`config.mk`:
```
export PLATFORM = sky130hd
export DESIGN_NAME = cpu_controller
export DESIGN_NICKNAME = d
export VERILOG_FILES = /design/src/rtl/cpu_controller.sv
export SDC_FILE = /design/constraint.sdc
export NUM_CORES = 1
export LEC_CHECK = 0
export CAP_MARGIN = 20
export CORE_MARGIN = 3
export CORE_UTILIZATION = 35
export CTS_CLUSTER_SIZE = 28
export DETAILED_ROUTE_END_ITERATION = 8
export PLACE_DENSITY = 0.8
export SYNTH_ARGS = -nofsm -noshare
export SYNTH_HDL_FRONTEND = slang
export SYNTH_SLANG_ARGS = --single-unit
```
`constraint.sdc`:
```
create_clock -name clk -period 1.65 [get_ports clk]
set_input_delay 0.2475 -clock clk [delete_from_list [all_inputs] [get_ports clk]]
set_output_delay 0.2475 -clock clk [all_outputs]
set_load 0.01 [all_outputs]
```
`src/rtl/cpu_controller.sv`:
```
// cpu_controller: multi-cycle control unit for a small load/store datapath.
// Holds PC and IR, fetches 16-bit instructions from a synchronous-read ROM,
// and decodes them into data-memory, register-file and ALU controls.
// Every control output is a Moore function of the FSM state and IR.
module cpu_controller #(
    parameter int         PC_W     = 7,
    parameter logic [2:0] ALU_PASS = 3'd0,
    parameter logic [2:0] ALU_ADD  = 3'd1,
    parameter logic [2:0] ALU_SUB  = 3'd2
) (
    input  logic            clk,
    input  logic            reset,
    input  logic [15:0]     IM_data,
    output logic [PC_W-1:0] PC_addr,
    output logic [15:0]     IR_out,
    output logic [7:0]      D_addr,
    output logic            D_W_en,
    output logic            RF_s,
    output logic            RF_W_en,
    output logic [3:0]      RF_W_addr,
    output logic [3:0]      RF_Ra_addr,
    output logic [3:0]      RF_Rb_addr,
    output logic [2:0]      ALU_s0,
    output logic [3:0]      state_out,
    output logic            halted
);

    typedef enum logic [3:0] {
        S_INIT   = 4'd0,
        S_FETCH  = 4'd1,
        S_DECODE = 4'd2,
        S_NOOP   = 4'd3,
        S_LOAD_A = 4'd4,
        S_LOAD_B = 4'd5,
        S_STORE  = 4'd6,
        S_ADD    = 4'd7,
        S_SUB    = 4'd8,
        S_HALT   = 4'd9
    } state_t;

    localparam logic [PC_W-1:0] PC_ONE = {{(PC_W-1){1'b0}}, 1'b1};

    state_t            state;
    state_t            state_nxt;
    logic [PC_W-1:0]   pc;
    logic [15:0]       ir;
    logic [3:0]        opcode;

    assign opcode    = ir[15:12];
    assign PC_addr   = pc;
    assign IR_out    = ir;
    assign state_out = state;

    // State register; reset forces INIT from any state, including mid-LOAD and HALT.
    always_ff @(posedge clk) begin
        if (reset) begin
            state <= S_INIT;
        end else begin
            state <= state_nxt;
        end
    end

    // PC/IR update only in FETCH; PC wraps naturally at 2**PC_W.
    always_ff @(posedge clk) begin
        if (reset) begin
            pc <= '0;
            ir <= 16'h0000;
        end else if (state == S_FETCH) begin
            pc <= pc + PC_ONE;
            ir <= IM_data;
        end
    end

    // Next-state logic; unused opcodes fall through to NOOP.
    always_comb begin
        state_nxt = state;
        unique case (state)
            S_INIT:   state_nxt = S_FETCH;
            S_FETCH:  state_nxt = S_DECODE;
            S_DECODE: begin
                case (opcode)
                    4'h1:    state_nxt = S_STORE;
                    4'h2:    state_nxt = S_LOAD_A;
                    4'h3:    state_nxt = S_ADD;
                    4'h4:    state_nxt = S_SUB;
                    4'h5:    state_nxt = S_HALT;
                    default: state_nxt = S_NOOP;
                endcase
            end
            S_NOOP:   state_nxt = S_FETCH;
            S_LOAD_A: state_nxt = S_LOAD_B;
            S_LOAD_B: state_nxt = S_FETCH;
            S_STORE:  state_nxt = S_FETCH;
            S_ADD:    state_nxt = S_FETCH;
            S_SUB:    state_nxt = S_FETCH;
            S_HALT:   state_nxt = S_HALT;
            default:  state_nxt = S_INIT;
        endcase
    end

    // Moore outputs: everything idle by default, each state overrides its own fields.
    always_comb begin
        D_addr     = 8'h00;
        D_W_en     = 1'b0;
        RF_s       = 1'b0;
        RF_W_en    = 1'b0;
        RF_W_addr  = 4'h0;
        RF_Ra_addr = 4'h0;
        RF_Rb_addr = 4'h0;
        ALU_s0     = ALU_PASS;
        halted     = 1'b0;
        case (state)
            S_STORE: begin
                D_addr     = ir[11:4];
                RF_Ra_addr = ir[3:0];
                D_W_en     = 1'b1;
            end
            S_LOAD_A: begin
                // Address presented a cycle early to cover the data-memory read latency.
                D_addr = ir[11:4];
                RF_s   = 1'b1;
            end
            S_LOAD_B: begin
                D_addr    = ir[11:4];
                RF_s      = 1'b1;
                RF_W_addr = ir[3:0];
                RF_W_en   = 1'b1;
            end
            S_ADD: begin
                RF_Ra_addr = ir[11:8];
                RF_Rb_addr = ir[7:4];
                RF_W_addr  = ir[3:0];
                RF_W_en    = 1'b1;
                ALU_s0     = ALU_ADD;
            end
            S_SUB: begin
                RF_Ra_addr = ir[11:8];
                RF_Rb_addr = ir[7:4];
                RF_W_addr  = ir[3:0];
                RF_W_en    = 1'b1;
                ALU_s0     = ALU_SUB;
            end
            S_HALT: begin
                halted = 1'b1;
            end
            default: begin
            end
        endcase
    end

endmodule

```
==> results by group <==
Floorplanning
  – Die width: 67.5 um
  – Die H: 67.5 um
  – Area of the core: 0.00349 mm^2
  – I/O pin count: 72
  – Rows: 21
  – Initial core utilization: 37.9%
  – Die area: 0.00456 mm^2

Yosys
  – Seq/Total Area, Yosys: 40.8%
  – Synth Area per Inst: 7.89 um^2
  – Yosys top cell by area: dfxtp_1
  – Ranking of synthesized cells by area: dfxtp_1 41%, nand2_1 11%, a21oi_1 9.1%
  – Yosys cell types: 35
  – Synthesized flop and latch total: 27
  – Gate Count Post-Synth: 168
  – Yosys top cell area share: 40.8%
  – Top_reg_cell synth: dfxtp_1
  – Post-synth EDFFs: 0
  – Syn Nets: 187
  – Ys Warns: 0
  – Synth Cell Area: 0.00133 mm^2
  – Synth async-reset ratio: 0%

Clocking
  – TritonCTS buffer count: 3
  – CTS Hold Bufs: 0
  – H-tree levels: 1
  – Clk sink count: 27
  – Clk Latency, worst-skew pair: 0.27 ns
  – Root Buffer: clkbuf_8
  – Reg clk slew, reported paths: 0.09 ns
  – Max clock buf depth: 2
  – CTS tree: built

Detailed routing
  – Initial DRC count: 84
  – Vias: 1563
  – TritonRoute pass-1 iters: 4
  – DR WL met2: 2360 um
  – Drt total wl: 4500 um
  – Residual DRC: 0
  – Routed WL per cell: 14.6 um
  – Antenna Violating Nets Remaining: 0
  – WL met1: 1840 um
  – Met3 wire length: 288 um
  – Highest routed layer: met4
  – Vias per inst: 5.06

Finish
  – Fin cells: 309
  – Synthesis-to-layout area growth: 84.6%
  – NumNets Final: 283
  – Finished Cell Area: 0.00245 mm^2
  – Share of cells above drive strength 1: 32.7%
  – N_diodes: 0

Global routing
  – Initial antenna violation count: 0
  – Pin count of the biggest net entering global routing: 19
  – First-pass GRT wire length: 7100 um
  – Vias in the first global route: 1538
  – Total track usage: 20.2%
  – Grt ovf: 0

Placed design
  – Buffers on Ports: 70
  – Post-DP HPWL: 3080 um
  – Placed cell area: 0.00221 mm^2
  – DP Worst Slack: -0.230 ns
  – Gpl congestion: 0.806
  – Dpl cells: 292

STA
  – Final-report max-slew violation count: 0
  – Final Hold Fails: 0
  – Fin crit share: 111%
  – PnR worst setup slack: -0.188 ns
  – RSZ-0062 raised after global routing: yes
  – Setup violations, final: 25
  – Clock Skew: 0.00243 ns
  – Final min period: 1.84 ns
  – Fmax achieved: 544 MHz

Critical path
  – Required time of the worst setup path: 1.40 ns
  – WS Path Type: reg -> out
  – Reg2reg start: state_out[1]
  – Worst path cell trace: nor4b_4 > buf_4 > o21bai_4 > buf_6 > and2_1 > buf_2
  – Critical path origin: state_out[0]
  – Worst-path fanout max: 4
  – Crit. End Element: output port
  – Crit path DAT: 1.59 ns
  – CP max-delay cell: dfxtp_4
  – CP max stage delay: 0.38 ns
  – Setup crit start kind: register

Job
  – Max-Cap Viols: 0

Status
  – Violated checks: negative setup slack
  – Status: finished with violations

Power
  – Pwr dens: 720 mW/mm^2
  – Leakage: 0.994 nW
  – VDD IR max: 417 uV
  – Total Power: 1.76 mW

Hold path
  – Min-Delay Startpoint: IR_out[5]
  – Worst hold path class: reg -> reg
==> area by class of cell <==
type	count	area, um^2
fillers	270	1050
repair buffers	101	945
multi-input cells	128	833
flip-flops and latches	27	553
well taps	46	57.6
clock buffers	3	41.3
inverters	3	11.3
clock inverters	1	5.00
==> synthesized netlist by cell type (2+ instances only) <==
cell type / count
or4_1: 2
nor3_1: 2
dfxtp_1: 27
nor2_1: 4
buf_6: 2
o31ai_1: 2
nor2b_1: 2
nor4b_1: 2
nand2b_1: 3
nand3_1: 3
clkbuf_1: 7
and2_1: 16
a22o_1: 4
o2111ai_1: 2
o21ai_0: 6
a21oi_1: 24
nand2_1: 38
inv_1: 3
or3_1: 3
==> per-stage QoR <==
step / hold slack, ns / setup TNS [ns] / util, %
finish: 0.483 / -2.35 / 70.0
global route: 0.515 / -4.62 / 70.0
CTS: 0.482 / -2.15 / 66.6
detailed placement: 0.469 / -4.17 / 63.1
global placement: 0.468 / -3.44 / 63.1
floorplan: 0.383 / -0.279 / -
==> registers in the layout, indices dropped and copies added (netlist names) <==
| signal | flops |
|---|---|
| PC_addr | 7 |
| IR_out | 16 |
| state_out | 4 |
==> cell families after synthesis <==
| logic type | count (synthesis) | synth area share [%] |
|---|---|---|
| adder cells (fa/ha/maj) | 1 | 0.944 |
| other | 1 | 0.283 |
| flip-flops | 27 | 40.8 |
| XOR/XNOR | 2 | 1.32 |
| AND/OR/NAND/NOR | 81 | 32.3 |
| buffers and inverters | 14 | 5.48 |
| AO/OA/AOI/OAI | 42 | 18.9 |
==> placed cells by master (no fill, tap or decap), types with 3 or more instances in the layout <==
master           instances
inv_1                    3
buf_6                   15
dfxtp_1                 23
a21oi_2                  3
nand2_1                 38
buf_2                    9
buf_4                   21
clkbuf_8                 3
nor2_1                   4
clkdlybuf4s15_2          6
a21oi_1                 21
a22o_1                   4
dfxtp_4                  3
nand3_1                  3
clkdlybuf4s50_1         42
and2_4                   5
o21ai_0                  6
clkbuf_2                 3
and2_1                  11
==> path summary, 6_finish.rpt <==
check / slack (ns) / cells past startpoint / end
setup / recovery: -0.19 / 6 / RF_Rb_addr[0]
hold / removal: 0.48 / 2 / IR_out[5]
setup reg to reg: -0.11 / 4 / PC_addr[5]
hold reg to reg: 0.48 / 2 / IR_out[5]
==> worst max-delay path: cells and delay by family (launching register included) <==
kind	cells	cell delay, ns
simple gates	2	0.41
flops	1	0.38
compound gates	1	0.12
buf+inv	3	0.41
==> timing repair <==
item                                    CTS  global route
endpoints found under the setup margin   34            30
buffers inserted                          7             6
pin swaps                                 7             8
gates cloned                              1             0
endpoints found under the hold margin     0             0
gates resized for setup                 107            31
==> routing by layer <==
layer	track usage [%]	vias up
met5	0	-
met4	4.05	0
met3	3.83	2
met2	36.3	60
met1	24.8	735
li1	-	766
==> power by group <==
group	total [mW]	internal, mW	switching, mW
Combinational	0.592	0.339	0.253
Clock	0.376	0.169	0.207
Sequential	0.794	0.714	0.0802
Power figures use the tool's default switching activity.
